===== src/rtl/alu_pkg.sv =====
// Shared constants for the EX-stage ALU: MIPS funct codes and datapath width.
package alu_pkg;
  localparam int DATA_W = 32;
  localparam logic [5:0] FN_AND   = 6'd36;
  localparam logic [5:0] FN_OR    = 6'd37;
  localparam logic [5:0] FN_ADD   = 6'd32;
  localparam logic [5:0] FN_SUB   = 6'd34;
  localparam logic [5:0] FN_SLT   = 6'd42;
  localparam logic [5:0] FN_SRL   = 6'd2;
  localparam logic [5:0] FN_MULTU = 6'd25;
  localparam logic [5:0] FN_DIVU  = 6'd27;
  localparam logic [5:0] FN_MFHI  = 6'd16;
  localparam logic [5:0] FN_MFLO  = 6'd18;
endpackage


===== src/rtl/muldiv_unit.sv =====
// Iterative radix-2 unsigned multiply / restoring divide with HI/LO.
module muldiv_unit
  import alu_pkg::*;
(
  input  logic              clk,
  input  logic              reset,
  input  logic              start,
  input  logic              is_div,
  input  logic [DATA_W-1:0] a,
  input  logic [DATA_W-1:0] b,
  output logic              busy,
  output logic              done,
  output logic [DATA_W-1:0] hi,
  output logic [DATA_W-1:0] lo
);
  logic [63:0] acc;
  logic [63:0] acc_nx;
  logic [31:0] b_r;
  logic [5:0]  cnt;
  logic        op_div;
  logic [32:0] sum;
  logic [32:0] rem_sh;
  logic [32:0] diff;

  // start is a level: high while the funct code selects MULTU/DIVU
  always_comb begin
    sum    = {1'b0, acc[63:32]} + {1'b0, (acc[0] ? b_r : 32'd0)};
    rem_sh = acc[63:31];
    diff   = rem_sh - {1'b0, b_r};
    acc_nx = acc;
    if (op_div) begin
      if (!diff[32])
        acc_nx = {diff[31:0], acc[30:0], 1'b1};
      else
        acc_nx = {rem_sh[31:0], acc[30:0], 1'b0};
    end else begin
      acc_nx = {sum, acc[31:1]};
    end
  end

  always_ff @(posedge clk or posedge reset) begin
    if (reset) begin
      acc    <= '0;
      b_r    <= '0;
      cnt    <= '0;
      op_div <= 1'b0;
      busy   <= 1'b0;
      done   <= 1'b0;
      hi     <= '0;
      lo     <= '0;
    end else if (busy) begin
      acc <= acc_nx;
      cnt <= cnt + 6'd1;
      if (cnt == 6'd31) begin
        hi   <= acc_nx[63:32];
        lo   <= acc_nx[31:0];
        busy <= 1'b0;
        done <= 1'b1;
      end
    end else if (done) begin
      if (!start)
        done <= 1'b0;
    end else if (start) begin
      acc    <= {32'd0, a};
      b_r    <= b;
      cnt    <= '0;
      op_div <= is_div;
      busy   <= 1'b1;
    end
  end
endmodule


===== src/rtl/total_alu.sv =====
// MIPS-style EX-stage ALU: combinational ops plus iterative MULTU/DIVU.
module total_alu
  import alu_pkg::*;
(
  input  logic              clk,
  input  logic              reset,
  input  logic [DATA_W-1:0] dataA,
  input  logic [DATA_W-1:0] dataB,
  input  logic [5:0]        Signal,
  output logic [DATA_W-1:0] Output
);
  logic              md_start;
  logic              md_div;
  logic              md_busy;
  logic              md_done;
  logic [DATA_W-1:0] hi;
  logic [DATA_W-1:0] lo;

  assign md_start = (Signal == FN_MULTU) || (Signal == FN_DIVU);
  assign md_div   = (Signal == FN_DIVU);

  muldiv_unit u_md (
    .clk    (clk),
    .reset  (reset),
    .start  (md_start),
    .is_div (md_div),
    .a      (dataA),
    .b      (dataB),
    .busy   (md_busy),
    .done   (md_done),
    .hi     (hi),
    .lo     (lo)
  );

  always_comb begin
    Output = '0;
    unique case (Signal)
      FN_AND:  Output = dataA & dataB;
      FN_OR:   Output = dataA | dataB;
      FN_ADD:  Output = dataA + dataB;
      FN_SUB:  Output = dataA - dataB;
      FN_SLT:  Output = {31'd0, $signed(dataA) < $signed(dataB)};
      FN_SRL:  Output = dataA >> dataB[4:0];
      FN_MFHI: Output = hi;
      FN_MFLO: Output = lo;
      default: Output = '0;
    endcase
  end

  logic unused;
  assign unused = md_busy ^ md_done;
endmodule


===== config.mk =====
export PLATFORM = sky130hd
export DESIGN_NAME = total_alu
export DESIGN_NICKNAME = d
export VERILOG_FILES = /design/src/rtl/alu_pkg.sv /design/src/rtl/muldiv_unit.sv /design/src/rtl/total_alu.sv
export SDC_FILE = /design/constraint.sdc
export NUM_CORES = 1
export LEC_CHECK = 0
export CAP_MARGIN = 20
export CORE_MARGIN = 2
export CORE_UTILIZATION = 55
export CTS_CLUSTER_SIZE = 24
export DETAILED_ROUTE_END_ITERATION = 8
export GPL_ROUTABILITY_DRIVEN = 0
export PLACE_DENSITY = 0.74
export SYNTH_ARGS = -nofsm -noshare
export SYNTH_HDL_FRONTEND = slang
export SYNTH_SLANG_ARGS = --single-unit

===== constraint.sdc =====
create_clock -name clk -period 9.1 [get_ports clk]
set_input_delay 1.82 -clock clk [delete_from_list [all_inputs] [get_ports clk]]
set_output_delay 1.82 -clock clk [all_outputs]
set_load 0.01 [all_outputs]

== After elaboration in Yosys (flattened, before gate mapping) ==
Index checks and enable logic that the tools add are counted.
Operators by class
  add/subtract/negate cells: 5
  magnitude comparators: 1
  equal/unequal tests: 13
  shifts and indexed selects: 1
  mux-type cells: 17
  bitwise logic cells: 4
  reductions and logical operators: 5
Operators by type and width (number)
  $mux 64: 5
  $pmux 32 s8: 1
  $add 32x32->33: 1
  $sub 33x32->33: 1
  $add 32x32->32: 1
  $and 32x32->32: 1
  $lt 32x32->1: 1
  $mux 32: 1
  $or 32x32->32: 1
  $shr 32x5->32: 1
  $sub 32x32->32: 1
  $eq 6x5->1 const B: 5
  $eq 6x6->1 const B: 5
  $mux 6: 3
  $mux 1: 7
  $add 6x1->6 const B: 1
  $eq 6x2->1 const B: 1
  $reduce_and 2->1: 2
  $reduce_and 3->1: 1
  $ne 2x1->1 const B: 1
  $ne 2x2->1 const B: 1
  $not 1->1: 2
  $reduce_bool 2->1: 1
  $logic_or 1x1->1: 1
Storage, ports and cells
  register bits after elaboration: 169
  input port bits: 72
  output and inout port bits: 32
  word-level logic and storage cells: 54

== Longest topological paths before layout ==
Gate-level depths: netlist of run 1.
  depth in word-level cells: 5
  mapped depth: 15
  depth with buffers taken out: 14

== Hierarchy ==
A second synthesis of run 1 with hierarchy kept.
Second synthesis, totals
  cells, all modules: 2275
  area total of the unflattened synthesis: 17797.1 um^2
By module, submodules not included
  muldiv_unit: times used 1, cells each 1307, area each 11071.9 um^2, sequential area each 4229.1 um^2
  total_alu: times used 1, cells each 968, area each 6725.2 um^2, sequential area each 0.0 um^2

== Worst setup path before layout of run 1 ==
OpenSTA, ideal clock, no wires.
  path type: input -> output
  start: input port dataB[1]
  end: output port Output[25]
  data arrival time: 4.908 ns
  required time: 7.280 ns
  setup slack: 2.372 ns
  cell stages on the path: 14
  buffers on the path: 2
  cells stage by stage: clkbuf_1 inv_1 buf_1 ha_1 a21oi_1 o21bai_1 a2111oi_0 o31a_1 o41ai_1 nor2_1 o21ai_0 a21oi_1 xnor2_1 o221ai_1
On the way
  cells in the longest elaborated chain, start to end: 2
  elaborated cells on any way between the ends: 4
  classes of those cells: 2 x add/sub; 1 x shift; 1 x mux
Ends and longest elaborated chain
  from (decl): RTL line total_alu.sv:8  | input logic [DATA_W-1:0] dataB,
  $sub 32x32->32 (tied with other cells): RTL line total_alu.sv:41  | FN_SUB: Output = dataA - dataB;
  $pmux 32 s8 *: RTL line total_alu.sv:37  | unique case (Signal)
  to (decl): RTL line total_alu.sv:10  | output logic [DATA_W-1:0] Output
Every way passes the cells marked *; elsewhere a longest branch is shown, timed or not.

== Worst setup path after layout of run 1 ==
  start: input port dataA[1]
  end: output port Output[25]
On the way
  cells in the longest elaborated chain, start to end: 2
  elaborated cells on any way between the ends: 4
  classes of those cells: 2 x add/sub; 1 x shift; 1 x mux
Ends and longest elaborated chain
  from (decl): RTL line total_alu.sv:7  | input logic [DATA_W-1:0] dataA,
  $sub 32x32->32 (tied with other cells): RTL line total_alu.sv:41
  $pmux 32 s8 *: RTL line total_alu.sv:37
Marks and branches as above.

==> metrics, run 1 <==
status completed; share of layout cells above drive strength 1 0.0626; Core Rows 65; unrepaired setup endpoints after global routing no; syn_nets between 2000 and 3000; Placed Instances around 2700; vias per inst ~6.7; CP max FO 7; GRT Resource Usage Total 0.356; GR met2 Demand/Resource 0.559; cell area after placement 19000 µm²; P_leak around 9.2 nW; clk_lat worst skew about 0.45 ns; Period minus WS final roughly 8.4 ns; crit path capture type output port; maxcap violations 0; largest net degree at the start of global routing 98; P per Cell Area 287 nW/µm²; hold path cells 2; die height ~180 µm; initial antenna violation count 1; r2r endpoint u_md.hi[18]$_DFFE_PP0P_; clock-pin slew on the worst setup and hold paths approximately 0.070 ns; # IOs ~100; synth unique cells roughly 80; DRT Wirelength ~60 mm; Post-CTS Hold Buffers 0; Global Route met3 Usage 0.0802; global-route wire length before repair about 94 mm; CTS tree yes; Area Growth Syn to Fin 10.4%; syn_area_per_cell about 7.8 µm²; Congestion Overflow GR 0; Max Clk Rate about 120 MHz; nets@finish roughly 2500; worst hold margin 0.485 ns; worst r2r src u_md.acc[31]$_DFFE_PP0P_; #FFs+latches synth between 150 and 200; Final ANT Viol Nets 0; Most used DFF post-synth dfrtp_1; Max-slew headroom 0.266; CP Launch Type input port; busiest grt layer met2; Hold Crit Class register to register; FF-to-FF setup slack approximately 4.4 ns; port buffer count 103; max-slew violations 0; initial core utilization 0.560; required time of the worst setup path about 7.3 ns; design area a little under 20000 µm²; H-tree lvl count 4; warnings from Yosys 0; worst r2r path cells 14; vias between 15000 and 20000; vias in the first global route roughly 17000; Post-CTS Setup Inserts 0; dpl hpwl 44.7 mm; wire length per cell around 22 µm; final hold vios 0; register area share after synthesis 0.238; Die ar. about 34000 µm²; commonest non-fill, non-tap cells in the layout nand2_1, o21ai_0, a21oi_1; clock skew about 0.015 ns; Setup TNS Final 0 ns; Core ar. approximately 32000 µm²; Final Core Density 0.619; total CTS buffers 17; CTS resizes 0; Hold Path Sink u_md.lo[5]$_DFFE_PP0P_; Root Buffer clkbuf_16; Fill cells between 2000 and 3000; mapped cell area 17800 µm²; Bufs on Longest Clock Path 2; Worst Setup Path Type input port to output port; ys async rst share 1.00; # clock sinks roughly 170; Finished Layout Cells about 2700; Worst Path Arrival 6.53 ns; post-route clock period utilization 0.918; die extent in x approximately 180 µm; hold path startpoint u_md.lo[5]$_DFFE_PP0P_; Worst VDD drop about 0.00041 V; initial drt markers 2007; GR Util met1 0.451; final setup fails 0; Mapped Cells between 2000 and 2500; number of flops mapped to enable cells by yosys 0; DRC 0; Worst Tran Pin Value roughly 1.1 ns; diode count 0; Pre-Repair DR Iteration Count 9; most common cell after layout, fill and taps aside nand2_1
registers in the layout (all words and copies together), names as in the netlist:
| signal | cells |
|---|---|
| u_md.hi | 32 |
| u_md.cnt | 6 |
| u_md.acc | 64 |
| u_md.busy | 1 |
| u_md.b_r | 32 |
| u_md.lo | 32 |
| u_md.done | 1 |
| u_md.op_div | 1 |
kinds of logic after synthesis:
family	after synthesis	synth area share
muxes	154	0.0998
adders and majority gates	170	0.121
and+or+nand+nor	660	0.172
DFF	169	0.238
AOI/OAI and AO/OA	770	0.277
xor gates and xnor gates	60	0.0296
buffers and inverters	291	0.0627
how the worst max path moves through the flow:
stage,from,endpoint,depth (start not counted)
finish,dataA[1],Output[25],14
global route,dataB[9],Output[28],14
CTS,dataA[1],Output[25],14
detailed placement,dataA[1],Output[25],14
global placement,dataB[9],Output[28],14
floorplan,dataB[1],Output[25],14
cell usage after synthesis (all sizes together) (11+ instances only):
library cell | count | share of area
nand2 | 268 | 0.057
o21ai | 218 | 0.062
a21oi | 203 | 0.057
dfrtp | 169 | 0.24
ha | 166 | 0.12
inv | 156 | 0.033
nor2 | 151 | 0.032
clkbuf | 112 | 0.024
mux2i | 104 | 0.059
and3 | 62 | 0.022
a21o | 61 | 0.026
and2 | 39 | 0.014
xnor2 | 38 | 0.019
a211oi | 36 | 0.015
a221oi | 36 | 0.018
mux2 | 35 | 0.022
nor3 | 30 | 0.0084
o21bai | 29 | 0.012
nand3 | 26 | 0.0073
buf | 22 | 0.0058
o22ai | 22 | 0.0081
xor2 | 22 | 0.011
nand4 | 19 | 0.0070
nand2b | 18 | 0.0063
a31oi | 17 | 0.0060
o211ai | 16 | 0.0068
mux4 | 15 | 0.019
o21a | 15 | 0.0063
a221o | 14 | 0.0079
o31ai | 12 | 0.0051
a22oi | 11 | 0.0046
power by group:
| group | internal, mW | total [mW] | switching (mW) |
|---|---|---|---|
| Sequential | 1.01 | 1.26 | 0.254 |
| Combinational | 1.50 | 3.58 | 2.07 |
| Clock | 0.423 | 0.787 | 0.364 |
area by class of cell:
type / instances / area, µm² / area share
well taps: 402 / 503 / 0.0256
flip-flops and latches: 169 / 4230 / 0.216
multi-input cells: 1814 / 12500 / 0.635
clock buffers: 17 / 425 / 0.0217
repair buffers: 128 / 1200 / 0.0613
inverters: 157 / 594 / 0.0303
clock inverters: 15 / 200 / 0.0102
critical path, cell delays in order:
cell and delay (ns):
clkdlybuf4s50_1 0.69, inv_1 0.15, ha_1 0.32, a21oi_1 0.07, o21bai_1 0.27, a2111oi_0 0.20
o31a_1 0.38, o41ai_1 0.89, nor2_1 0.24, o21ai_0 0.46, a21oi_1 0.15, xnor2_1 0.15
o221ai_1 0.17, clkdlybuf4s50_1 0.58
metrics by stage:
stage / total power [mW] / setup slack [ns]
final: 5.63 / 0.745
after global routing: 6.05 / 0.444
after CTS: 5.56 / 0.942
after detailed placement: 4.74 / 0.952
after global placement: 4.63 / 1.02
after floorplan: 3.90 / 2.37
routing by layer:
metal	up-vias	share of wire
li1	8265	-
met1	8609	0.40
met2	1057	0.44
met3	209	0.092
met4	0	0.062
met5	-	0
Note: power is estimated with default switching activity, not from simulation.
==> run 2: changes to the inputs <==
--- a/config.mk
+++ b/config.mk
@@ -8,10 +8,12 @@
 export CAP_MARGIN = 20
 export CORE_MARGIN = 2
 export CORE_UTILIZATION = 55
+export CTS_BUF_LIST = sky130_fd_sc_hd__clkbuf_8
 export CTS_CLUSTER_SIZE = 24
 export DETAILED_ROUTE_END_ITERATION = 8
+export DONT_BUFFER_PORTS = 1
 export GPL_ROUTABILITY_DRIVEN = 0
-export PLACE_DENSITY = 0.74
+export PLACE_DENSITY = 0.7
 export SYNTH_ARGS = -nofsm -noshare
 export SYNTH_HDL_FRONTEND = slang
 export SYNTH_SLANG_ARGS = --single-unit
==> metrics, run 2 (synthesis gave the netlist of run 1 again) <==
status completed; initial drt markers around 2100; # clock sinks 169; vias per inst roughly 6.8; GRT Resource Usage Total 0.351; wire length per cell 22.9 µm; vias around 18000; initial core utilization 0.560; worst r2r src u_md.acc[31]$_DFFE_PP0P_; # IOs ~100; DRC 0; Final Core Density 0.577; Worst Tran Pin Value ~1.2 ns; port buffer count 0; worst r2r path cells 14; Pwr Total approximately 5.3 mW; Root Buffer clkbuf_8; P per Cell Area 288 nW/µm²; unrepaired setup endpoints after global routing no; Finished Layout Cells ~2600; final hold vios 0; clk_lat worst skew 0.49 ns; total CTS buffers 17; r2r endpoint u_md.hi[18]$_DFFE_PP0P_; commonest non-fill, non-tap cells in the layout nand2_1, o21ai_0, a21oi_1; vias in the first global route between 15000 and 20000; clock skew between 0.015 and 0.02 ns; Pre-Repair DR Iteration Count 6; Post-CTS Hold Buffers 0; worst hold margin 0.488 ns; Period minus WS final between 7 and 8 ns; Max-slew headroom 0.210; final setup fails 0; H-tree lvl count 4; Fill cells ~2900; CTS tree yes; initial antenna violation count 2; share of layout cells above drive strength 1 0.0611; FF-to-FF setup slack ~4.4 ns; Hold Path Sink u_md.lo[3]$_DFFE_PP0P_; hold path cells 2; Final ANT Viol Nets 0; Core Rows 65; hold path startpoint u_md.lo[3]$_DFFE_PP0P_; Core ar. 31700 µm²; critical path startpoint dataB[1]; CTS resizes 0; Congestion Overflow GR 0; Max Clk Rate 134 MHz; CP Launch Type input port; Worst Path Arrival between 5 and 6 ns; Post-CTS Setup Inserts 0; CP max FO 38; crit path capture type output port; Biggest register u_md.acc; post-route clock period utilization 0.819; die height about 180 µm; max reg flops 64; required time of the worst setup path 7.28 ns; Setup TNS Final 0 ns; die extent in x between 150 and 200 µm; P_leak approximately 8.6 nW; Worst VDD drop 0.000351 V; Placed Instances between 2000 and 3000; Bufs on Longest Clock Path 2; largest net degree at the start of global routing 97; nets@finish about 2400; dpl hpwl 44.8 mm; Area Growth Syn to Fin 3.06%; Hold Crit Class register to register; clock-pin slew on the worst setup and hold paths ~0.09 ns; DRT Wirelength about 59 mm; Die ar. between 30000 and 40000 µm²; most common cell after layout, fill and taps aside nand2_1; maxcap violations 0; global-route wire length before repair slightly above 90 mm; max-slew violations 0; Worst Setup Path Type input port to output port
run 2: changes by cell type in the layout (fill, tap and decap cells not counted), moves of 2 or more:
cell | previous run | this run
buf_2 | 3 | 0
buf_4 | 25 | 20
bufinv_16 | 2 | 0
clkbuf_16 | 17 | 0
clkbuf_8 | 0 | 17
clkdlybuf4s50_1 | 100 | 0
clkinv_4 | 0 | 2
inv_6 | 5 | 8
inv_8 | 6 | 2
run 2: worst max-delay path by stage:
stage          slack, ns         end  cells after the start
6_report            1.65  Output[25]                     12
5_1_grt             1.46  Output[25]                     12
4_1_cts             1.87  Output[25]                     12
3_5_place_dp        1.88  Output[25]                     12
3_3_place_gp        2.05  Output[25]                     12
2_1_floorplan       2.37  Output[25]                     14
run 2: per-stage QoR:
step	setup slack [ns]	instance area (µm²)
4_1_cts	1.87	18300
3_3_place_gp	2.05	17900
6_report	1.65	18300
2_1_floorplan	2.37	17800
3_5_place_dp	1.88	17900
5_1_grt	1.46	18300
run 2: routing by layer:
layer	vias to the layer above	wire, µm	track usage
met4	2	3660	0.191
li1	8047	-	-
met5	-	17	0
met2	961	25800	0.534
met3	206	5980	0.0889
met1	8428	23900	0.457
run 2: area by class of cell:
cell class	instances	area [µm²]	share of cell area
multi-input cells	1814	12500	0.681
repair buffers	20	150	0.00820
clock buffers	17	234	0.0128
flip-flops and latches	169	4230	0.231
diodes	1	2.50	0.000137
clock inverters	15	134	0.00731
well taps	402	503	0.0275
inverters	157	594	0.0324
run 2: power by group:
part           switching (mW)  internal, mW  leakage (nW)  total (mW)
Combinational            2.03          1.46          6.35        3.49
Sequential              0.245          1.01          2.08        1.25
Clock                   0.329         0.200         0.191       0.529
Total                    2.60          2.66          8.62        5.27
run 2: worst max-delay path: stages:
cell and delay [ns]:
inv_1 0.23, ha_1 0.40, a21oi_1 0.07, o21bai_1 0.28
a2111oi_0 0.20, o31a_1 0.38, o41ai_1 1.00, nor2_1 0.26
o21ai_0 0.40, a21oi_1 0.14, xnor2_1 0.15, o221ai_1 0.29
